### src/rtl/fetch_ctrl_pkg.sv
// Shared types and constants for the fetch/flag stage: FSM states, PC width, branch-target ROM.
`default_nettype none
package definitions;

  typedef enum logic [1:0] {
    IDLE   = 2'd0,
    RUN    = 2'd1,
    HALTED = 2'd2
  } fetch_state_t;

  localparam int PC_W_DEFAULT      = 10;
  localparam int LUT_DEPTH_DEFAULT = 16;
  localparam int LUT_WORD_W        = 16;

  // Words wider than the PC are truncated on lookup (entries 14 and 15 rely on this).
  localparam logic [LUT_WORD_W-1:0] BRANCH_ROM [LUT_DEPTH_DEFAULT] = '{
    16'h0000, 16'h0020, 16'h0040, 16'h0080,
    16'h0100, 16'h0155, 16'h01FF, 16'h0200,
    16'h02AA, 16'h0300, 16'h0333, 16'h03F0,
    16'h0010, 16'h00C0, 16'hFC21, 16'hF3FF
  };

endpackage
`default_nettype wire

### src/rtl/fetch_ctrl_branch_lut.sv
// Combinational branch-target ROM: maps a LUT index to a PC_W-wide jump/branch target.
`default_nettype none
module branch_lut
  import definitions::*;
#(
  parameter int PC_W      = PC_W_DEFAULT,
  parameter int LUT_DEPTH = LUT_DEPTH_DEFAULT
) (
  input  logic [$clog2(LUT_DEPTH)-1:0] idx,
  output logic [PC_W-1:0]              target
);

  logic [LUT_WORD_W-1:0] word;

  assign word   = BRANCH_ROM[idx];
  assign target = word[PC_W-1:0];

endmodule
`default_nettype wire

### src/rtl/fetch_ctrl.sv
// Program sequencer and ALU flag stage: PC, run/halt FSM, zero/carry flags, LUT-resolved jumps and branches.
`default_nettype none
module fetch_ctrl
  import definitions::*;
#(
  parameter int PC_W      = PC_W_DEFAULT,
  parameter int LUT_DEPTH = LUT_DEPTH_DEFAULT
) (
  input  logic                         CLK,
  input  logic                         Reset,
  input  logic                         start,
  input  logic [PC_W-1:0]              start_addr,
  input  logic                         halt_req,
  input  logic                         stall,
  input  logic                         jump_en,
  input  logic                         branch_en,
  input  logic [$clog2(LUT_DEPTH)-1:0] target_idx,
  input  logic                         zero_we,
  input  logic                         zero_in,
  input  logic                         carry_we,
  input  logic                         carry_clr,
  input  logic                         carry_in,
  output logic [PC_W-1:0]              pc,
  output logic                         fetch_valid,
  output logic                         carry_q,
  output logic                         zero_q,
  output logic                         done
);

  fetch_state_t    state;
  logic [PC_W-1:0] lut_target;
  logic [PC_W-1:0] next_pc;

  branch_lut #(
    .PC_W      (PC_W),
    .LUT_DEPTH (LUT_DEPTH)
  ) u_branch_lut (
    .idx    (target_idx),
    .target (lut_target)
  );

  // Branch tests the registered zero flag, so a same-cycle zero_we is seen one instruction later.
  always_comb begin
    next_pc = pc + PC_W'(1);
    if (jump_en || (branch_en && zero_q)) begin
      next_pc = lut_target;
    end
  end

  assign fetch_valid = (state == RUN);

  always_ff @(posedge CLK) begin
    if (Reset) begin
      state   <= IDLE;
      pc      <= '0;
      zero_q  <= 1'b0;
      carry_q <= 1'b0;
      done    <= 1'b0;
    end else begin
      unique case (state)
        IDLE: begin
          if (start) begin
            state <= RUN;
            pc    <= start_addr;
          end
        end
        RUN: begin
          if (halt_req) begin
            state <= HALTED;
            done  <= 1'b1;
          end else if (!stall) begin
            pc <= next_pc;
          end
          // Flag capture is independent of halt_req; only stall suppresses it.
          if (!stall) begin
            if (zero_we) begin
              zero_q <= zero_in;
            end
            if (carry_clr) begin
              carry_q <= 1'b0;
            end else if (carry_we) begin
              carry_q <= carry_in;
            end
          end
        end
        HALTED: begin
          if (start) begin
            state <= RUN;
            pc    <= start_addr;
            done  <= 1'b0;
          end
        end
        default: begin
          state <= IDLE;
        end
      endcase
    end
  end

endmodule
`default_nettype wire

### config.mk
export PLATFORM = sky130hd
export DESIGN_NAME = fetch_ctrl
export DESIGN_NICKNAME = d
export VERILOG_FILES = /design/src/rtl/fetch_ctrl_pkg.sv /design/src/rtl/fetch_ctrl_branch_lut.sv /design/src/rtl/fetch_ctrl.sv
export SDC_FILE = /design/constraint.sdc
export NUM_CORES = 1
export LEC_CHECK = 0
export CAP_MARGIN = 20
export CORE_AREA = 2 2 56 58
export CTS_CLUSTER_DIAMETER = 100
export DETAILED_ROUTE_END_ITERATION = 10
export DIE_AREA = 0 0 58 60
export HOLD_SLACK_MARGIN = 0.12
export PLACE_DENSITY = 0.77
export RECOVER_POWER = 50
export SYNTH_ARGS = -nofsm -noshare
export SYNTH_HDL_FRONTEND = slang
export SYNTH_SLANG_ARGS = --single-unit
### constraint.sdc
create_clock -name CLK -period 1.73 [get_ports CLK]
set_input_delay 0.346 -clock CLK [delete_from_list [all_inputs] [get_ports CLK]]
set_output_delay 0.346 -clock CLK [all_outputs]
set_load 0.01 [all_outputs]
# Word-level counts from Yosys, hierarchy flattened
# Memories as Yosys holds them, arrays and structs flattened.
# Cells that the tools add are included.
# W data, S select, Z words.
# word_totals
rom_bits	256
mem_count	1
ff_bits	15
out_inout_bits	14
# memory_table
name	words	width	rd	rd_ports_with_merged_regs	wr	line	text
(name not given)	16	16	1	0	0	fetch_ctrl_branch_lut.sv:15	assign word = BRANCH_ROM[idx];
# classes
n_reduce_logical	12
magnitude_cmp	1
bitwise_logic	2
mux	15
n_eq_ne	7
n_addsub	1
# ops
cell	count
$mux W10	6
$pmux W10 S2	1
$add A10 B1 Y10 const B	1
$reduce_and A3 Y1	3
$ne A2 B2 Y1 const B	4
$reduce_bool A2 Y1	3
$ge A5 B5 Y1 const B	1
$not A4 Y5	1
$mux W1	4
$mux W2	2
$pmux W2 S2	1
$reduce_and A4 Y1	1
$eq A2 B1 Y1 const B	1
$eq A2 B2 Y1 const B	1
$logic_not A2 Y1	1
$ne A2 B1 Y1 const B	1
$pmux W1 S2	1
$reduce_and A2 Y1	1
$reduce_or A2 Y1	1
$logic_and A1 B1 Y1	1
$logic_or A1 B1 Y1	1
$not A1 Y1	1

# Logic depth before layout (Yosys ltp)
# Gate-level depths: netlist of the first run.
# depth
depth_word	8
mapped_depth	6

# By module
# Synthesis of the first run repeated with hierarchy kept, for this count alone.
# unflattened
cells_unflattened	161
hier_area_um2	1272.5
# modules_own_cells
mod	area_each_um2	cells_each	instances
fetch_ctrl	1001.0	128	1
branch_lut	271.5	33	1

# Worst setup path before layout of the first run
# Ideal clock, no wire load.
# synth_path
path_kind	input to register
from	input port target_idx[0]
to	register pc[0]
arrival_time_ns	1.460
path_buffers	0
setup_slack_ns	0.142
setup_ns	0.127
cell_stages	6
required_time_ns	1.603
path_cell_list	inv_1 -> ha_1 -> mux2_1 -> a221o_1 -> nand3_1 -> a311oi_1
# synth_via
elab_chain_cells	8
# synth_rtl
item	line	text
from (decl)	fetch_ctrl.sv:17	input logic [$clog2(LUT_DEPTH)-1:0] target_idx,
$not A4 Y5 (not written as such)	fetch_ctrl_branch_lut.sv:15	
$mem_v2 Z16 W16	n/a	
$mux W10 (not written as such) (2 in series)	fetch_ctrl_branch_lut.sv:15	
$mux W10	fetch_ctrl.sv:45	if (jump_en || (branch_en && zero_q)) begin
$mux W10	fetch_ctrl.sv:71	end else if (!stall) begin
$mux W10	fetch_ctrl.sv:68	if (halt_req) begin
$pmux W10 S2	fetch_ctrl.sv:60	unique case (state)
to (signal assigned)	fetch_ctrl.sv:64	pc <= start_addr;
to (signal assigned)	fetch_ctrl.sv:72	pc <= next_pc;
to (signal assigned)	fetch_ctrl.sv:89	pc <= start_addr;
to (decl)	fetch_ctrl.sv:23	output logic [PC_W-1:0] pc,
# Every way passes these cells. The select of a mux whose other input is x is not followed.
# A chain may end at the register's enable or synchronous reset.

# Worst setup path in the final report of the first run
# layout_path
from	register pc[0]
to	output port pc[0]
# No word-level cell between the ends.

==> results of run 1 <==
[routing by layer]
layer | wire (um) | GRT usage [%] | vias to the layer above
met2 | 2030 | 45.5 | 48
met3 | 228 | 2.60 | 5
li1 | - | - | 721
met4 | 51 | 6.64 | 0
met5 | 0 | 0 | -
met1 | 1560 | 26.3 | 658
[state kept, by name, summed over array words and instances (netlist names)]
register / count
pc: 10
zero_q: 1
carry_q: 1
state: 2
done: 1
[layout by cell type, fill, tap and decap left out, types with 6 or more instances in the layout]
cell,synthesis,routed
dfxtp_1,15,14
inv_1,11,9
nor2_1,11,11
nor3_1,7,6
buf_4,1,25
clkdlybuf4s50_1,0,28
nand2b_1,7,7
nand3_1,10,10
nand2_1,8,8
a21oi_1,11,11
[cells by family (layout without fill, tap and decap cells)]
kind of cell	count (synthesis)	after routing	share of synthesized area (%)
and+or+nand+nor	60	60	27.7
muxes	6	6	6.82
xor gates and xnor gates	6	6	4.15
AOI/OAI and AO/OA	41	41	24.2
adders and majority gates	7	7	6.92
buffers and inverters	20	87	6.52
DFF	15	15	23.7
[area by class of cell]
type	count	share of cell area [%]
clock buffers	4	1.33
inverters	12	2.28
multi-input cells	120	47.6
flip-flops and latches	15	15.2
well taps	33	2.09
repair buffers	71	31.5
[cells in the mapped netlist, drive strengths merged, types with 2 or more instances]
cell,number,area [um2]
nand3,10,50.1
inv,12,45.0
o221ai,5,50.0
a311oi,5,43.8
o21ai,4,20.0
nor4,2,18.8
mux2i,3,30.0
nor2b,3,18.8
nor2,11,41.3
nor3,7,35.0
ha,7,87.6
nor3b,3,22.5
nand4,2,12.5
a21oi,12,63.8
xnor2,4,35.0
clkbuf,4,15.0
mux4,2,45.0
buf,4,22.5
a31oi,2,12.5
nand2,9,50.1
dfxtp,15,300
nand2b,8,57.6
xor2,2,17.5
o211ai,4,30.0
[metrics by stage]
| stage | total power, uW | util [%] | setup TNS [ns] |
|---|---|---|---|
| 2_1_floorplan | 594 | - | 0 |
| 3_3_place_gp | 807 | 65.5 | -3.07 |
| 3_5_place_dp | 816 | 65.5 | -3.43 |
| 4_1_cts | 1040 | 68.3 | 0 |
| 5_1_grt | 1080 | 68.1 | 0 |
| 6_report | 1030 | 68.1 | 0 |
[power by group]
group	leakage, uW	switching (uW)	internal (uW)
combinational	0.000655	198	230
sequential	0.000124	22.6	370
clock	0.0000150	125	89.8
[what timing repair did]
| item | CTS | global route |
|---|---|---|
| gates resized for setup | 17 | 3 |
| setup endpoints to repair | 10 | 4 |
| hold endpoints to repair | 0 | 0 |
| pin swaps | 2 | 1 |
| hold buffers | 0 | 0 |
[how the worst max path moves through the flow]
stage / start / to / slack, ns
after floorplan: target_idx[0] / pc[0] / 0.14
after global placement: target_idx[0] / pc[0] / -0.37
after detailed placement: target_idx[0] / pc[0] / -0.41
after CTS: halt_req / pc[2] / 0.006
after global routing: pc[6] / pc[6] / 0.002
final: pc[0] / pc[0] / 0.05
==> run_results.csv, run 1 <==
group,metric,value,unit
placed_design,hpwl,3060,um
drt,drt-initial-drc-count,78,
floorplan,num_io_pins,40,
timing,fin_skew,0.00576,ns
placed_design,numPortBuffers,39,
floorplan,start_util,43.6,%
worst_setup_path,critPathMaxStageDelay,0.59,ns
timing,hold_viol_final,0,
worst_setup_path,r2r-start,"pc[5]",
timing,setup_violations,0,
logic_synthesis,synth_nets,188,
worst_setup_path,worstPathMaxFanout,5,
global_route,grt_max_degree,12,
clock_network,clk_latency,0.29,ns
worst_hold_path,holdPathEnd,"state[0]",
finish,syn_to_final_growth,56.2,%
placed_design,dp_slack,-0.405,ns
timing,rsz0062_at_grt,"no",
logic_synthesis,netlist_instances,155,
worst_hold_path,holdPathStages,3,
finish,diodes,0,
finish,finalNetCount,256,
clock_network,htree_levels,1,
timing,min_period,1.68,ns
worst_setup_path,crit_required,1.38,ns
worst_setup_path,worst_path_dominant_cell_family,"buffers and inverters",
floorplan,die_width,58,um
timing,worst_pin_slew,0.397,ns
pwr,p_leak,0.000794,uW
clock_network,post_cts_buffers,0,
placed_design,placed_cells_incl_taps,251,
clock_network,cts_tree,"built",
clock_network,cts_sinks,15,
worst_hold_path,hold_path_class,"input pin to register",
floorplan,fp.dieH,60,um
worst_setup_path,timing.rr.end,"pc[7]",
worst_setup_path,critPathBufInv,1,
pwr,ir_worst_vdd,339,uV
drt,viasPerCell,5.62,
timing,setup_slack,0.0450,ns
worst_setup_path,crit_path_start_kind,"register",
placed_design,place.gp.congestion,0.933,
finish,nFillCells,252,
clock_network,cts.clk_slew.worst_paths,0.10,ns
timing,drv_slew,0,
worst_setup_path,cp.depth,1,
clock_network,numCtsBuffers,3,
finish,seqCellArea,302,um2
worst_setup_path,end_kind,"output port",
global_route,grt_overflow,0,
logic_synthesis,ys.flop_type,"dfxtp_1",
global_route,grt_use_total,23.2,%
floorplan,core-area,2900,um2
floorplan,rows,20,
drt,drt_wl_total,3870,um
worst_setup_path,worstPathArrival,1.34,ns
global_route,grt_pass1_wl,6200,um
logic_synthesis,synth_cell_type_count,47,
job,cap_violations,0,
run_status,status,"finished, final reports clean",
worst_setup_path,reg2reg_depth,4,
worst_setup_path,crit_chain,"clkdlybuf4s50_1",
global_route,grt_pass1_vias,1378,
logic_synthesis,synthArstFlopShare,0,%
drt,post_drt_wl_per_cell,15.2,um
drt,route.detailed.drc,0,
timing,whs,0.428,ns
logic_synthesis,seq_area_frac_synth,23.7,%
clock_network,root_buffer,"clkbuf_4",
logic_synthesis,synth_area,1270,um2
timing,slew_headroom,73.5,%
worst_setup_path,cp_slowest_cell,"clkdlybuf4s50_1",
finish,multiInputGateArea,941,um2
finish,layout-drive-gt1-share,23.0,%
worst_setup_path,worstSetupPathType,"register to output port",
worst_setup_path,r2r_slack,0.15,ns
logic_synthesis,synth-edff-count,0,
global_route,antenna_found_initial,0,
drt,drt_pass1_iterations,4,
pwr,powerDensity,523,nW/um2
finish,fin_area,1980,um2
drt,num_vias,1432,
finish,finalNonFillerCells,255,
logic_synthesis,synth_warnings,0,
timing,max_freq,0.593,GHz
floorplan,die_area,3480,um2
timing,period_share,97.4,%
logic_synthesis,ys_seq_elements,15,
worst_hold_path,holdCritStartpoint,"halt_req",
drt,ant_nets,0,
clock_network,clk_path_buf_depth,2,
logic_synthesis,syn_area_per_cell,8.17,um2
placed_design,place_area,1900,um2
Note: power is estimated with default switching activity, not from simulation.
==> run 2: changes to the inputs <==
--- a/config.mk
+++ b/config.mk
@@ -12,7 +12,6 @@
 export DIE_AREA = 0 0 58 60
 export HOLD_SLACK_MARGIN = 0.12
 export PLACE_DENSITY = 0.77
-export RECOVER_POWER = 50
 export SYNTH_ARGS = -nofsm -noshare
 export SYNTH_HDL_FRONTEND = slang
 export SYNTH_SLANG_ARGS = --single-unit
==> run 2 against run 1 <==
Effect of this change:
- clock power about the same
- clock skew is essentially flat
- sequential share of layout area shrank 0.11 points
- non-clock buffer count unchanged
- die area unchanged
- hold slack gained 0.0015 ns
- routed wire length rose by 1.0%
- setup slack got worse by 0.010 ns
- combinational power increased by 2%
- sequential power about the same
- global-route usage unchanged
- maximum frequency shrank 0.62%
- critical endpoint is now pc[2]
==> run_results.csv, run 2 (synthesis results as in run 1) <==
group,metric,value,unit
run_status,status,"finished, final reports clean",
floorplan,fp.dieH,60,um
pwr,ir_worst_vdd,344,uV
timing,slew_headroom,74.1,%
worst_setup_path,worstPathArrival,1.35,ns
drt,drt_wl_total,3900,um
finish,largest_reg_flops,10,
pwr,p_leak,0.000798,uW
timing,min_period,1.70,ns
floorplan,rows,20,
clock_network,clk_path_buf_depth,2,
floorplan,num_io_pins,40,
clock_network,cts_sinks,15,
timing,fin_skew,0.00621,ns
global_route,grt_pass1_wl,6200,um
global_route,gr-usage-met2,45.5,%
floorplan,die_area,3480,um2
clock_network,clk_latency,0.29,ns
global_route,use_met3,2.60,%
finish,final_core_util,68.7,%
job,cap_violations,0,
placed_design,numPortBuffers,39,
worst_hold_path,holdPathEnd,"state[0]",
finish,nFillCells,246,
timing,max_freq,0.590,GHz
worst_setup_path,crit_required,1.38,ns
timing,hold_viol_final,0,
drt,route.detailed.drc,0,
finish,diodes,0,
worst_setup_path,crit_path_start_kind,"register",
worst_setup_path,r2r_slack,0.14,ns
finish,syn_to_final_growth,57.4,%
placed_design,dp_slack,-0.405,ns
timing,drv_slew,0,
clock_network,numCtsBuffers,3,
placed_design,hpwl,3060,um
global_route,grt_max_degree,12,
clock_network,cts_tree,"built",
floorplan,start_util,43.6,%
floorplan,die_width,58,um
global_route,busiest_layer,"met2",
clock_network,cts_hold_buf,0,
global_route,grt_overflow,0,
timing,setup_slack,0.0345,ns
finish,layout-drive-gt1-share,24.8,%
placed_design,place.gp.congestion,0.933,
worst_setup_path,reg2reg_depth,4,
worst_hold_path,hold_path_class,"input pin to register",
worst_hold_path,holdCritStartpoint,"halt_req",
timing,rsz0062_at_grt,"no",
clock_network,cts.clk_slew.worst_paths,0.10,ns
drt,drt-initial-drc-count,85,
finish,mostFrequentLayoutCell,"clkdlybuf4s50_1",
global_route,antenna_found_initial,0,
clock_network,post_cts_buffers,0,
finish,finalNonFillerCells,255,
global_route,grt_util_met1,26.3,%
worst_setup_path,end_kind,"output port",
drt,viasPerCell,5.64,
worst_setup_path,timing.rr.end,"pc[7]",
timing,period_share,98.0,%
clock_network,root_buffer,"clkbuf_4",
drt,drt_pass1_iterations,4,
finish,top_register,"pc",
drt,ant_nets,0,
drt,num_vias,1437,
worst_setup_path,r2r-start,"pc[5]",
global_route,grt_use_total,23.2,%
timing,worst_pin_slew,0.388,ns
pwr,powerDensity,524,nW/um2
global_route,grt_pass1_vias,1378,
worst_setup_path,worstSetupPathType,"register to output port",
worst_setup_path,worstPathMaxFanout,6,
clock_network,htree_levels,1,
finish,finalNetCount,256,
worst_hold_path,holdPathStages,3,
finish,reg_top3,"pc (10), state (2)",
floorplan,core-area,2900,um2
timing,setup_violations,0,
placed_design,placed_cells_incl_taps,251,
drt,post_drt_wl_per_cell,15.3,um
finish,final_cell_mix,"33 x clkdlybuf4s50_1, 30 x buf_4, 14 x dfxtp_1, 11 x nor2_1, 11 x a21oi_1",
run 2: cell types whose count changed in the layout (fill, tap and decap cells not counted), sizes merged:
| cell | change |
|---|---|
| dlygate4sd3 | -5 |
| clkbuf | -5 |
| buf | +5 |
| clkdlybuf4s50 | +5 |
run 2: timing repair:
item	4_1_cts	5_1_grt
cloned	0	0
setup endpoints to repair	10	4
pin swaps	2	1
gates resized for setup	17	3
run 2: final cells by class:
class,instances,area (um2),share of cell area [%]
multi-input combinational,120,941,47.2
timing repair buffer,71,638,32.0
sequential,15,302,15.1
inverter,12,45.0,2.26
tap,33,41.3,2.07
clock buffer,4,26.3,1.32
run 2: where the power goes:
| part | switching (uW) | total (uW) | internal (uW) |
|---|---|---|---|
| registers | 23.5 | 394 | 370 |
| logic | 198 | 435 | 237 |
| clock network | 125 | 215 | 89.8 |
run 2: worst max-delay path by stage:
stage	slack (ns)	from	end	cells after the start
global placement	-0.37	target_idx[0]	pc[0]	7
global route	0.002	pc[6]	pc[6]	1
detailed placement	-0.41	target_idx[0]	pc[0]	7
floorplan	0.14	target_idx[0]	pc[0]	6
CTS	0.006	halt_req	pc[2]	6
finish	0.03	pc[2]	pc[2]	2
run 2: through the flow:
stage,instance area (um2),total power [uW],hold WS (ns),TNS (ns)
2_1_floorplan,1270,594,0.412,0
3_3_place_gp,1900,807,0.442,-3.07
3_5_place_dp,1900,816,0.452,-3.43
4_1_cts,1980,1040,0.465,0
5_1_grt,1990,1090,0.458,0
6_report,1990,1040,0.429,0
run 2: per-layer routing:
metal	wire length, um	up-vias	share of wire (%)
met2	2040	55	52
li1	-	719	-
met5	0	-	0
met4	51	0	1.3
met1	1590	658	41
met3	226	5	5.8
run 2: worst max-delay path, cell delays in order (launching register included):
cell and delay, ns:
dfxtp_1 0.36, buf_4 0.15, clkdlybuf4s50_1 0.54
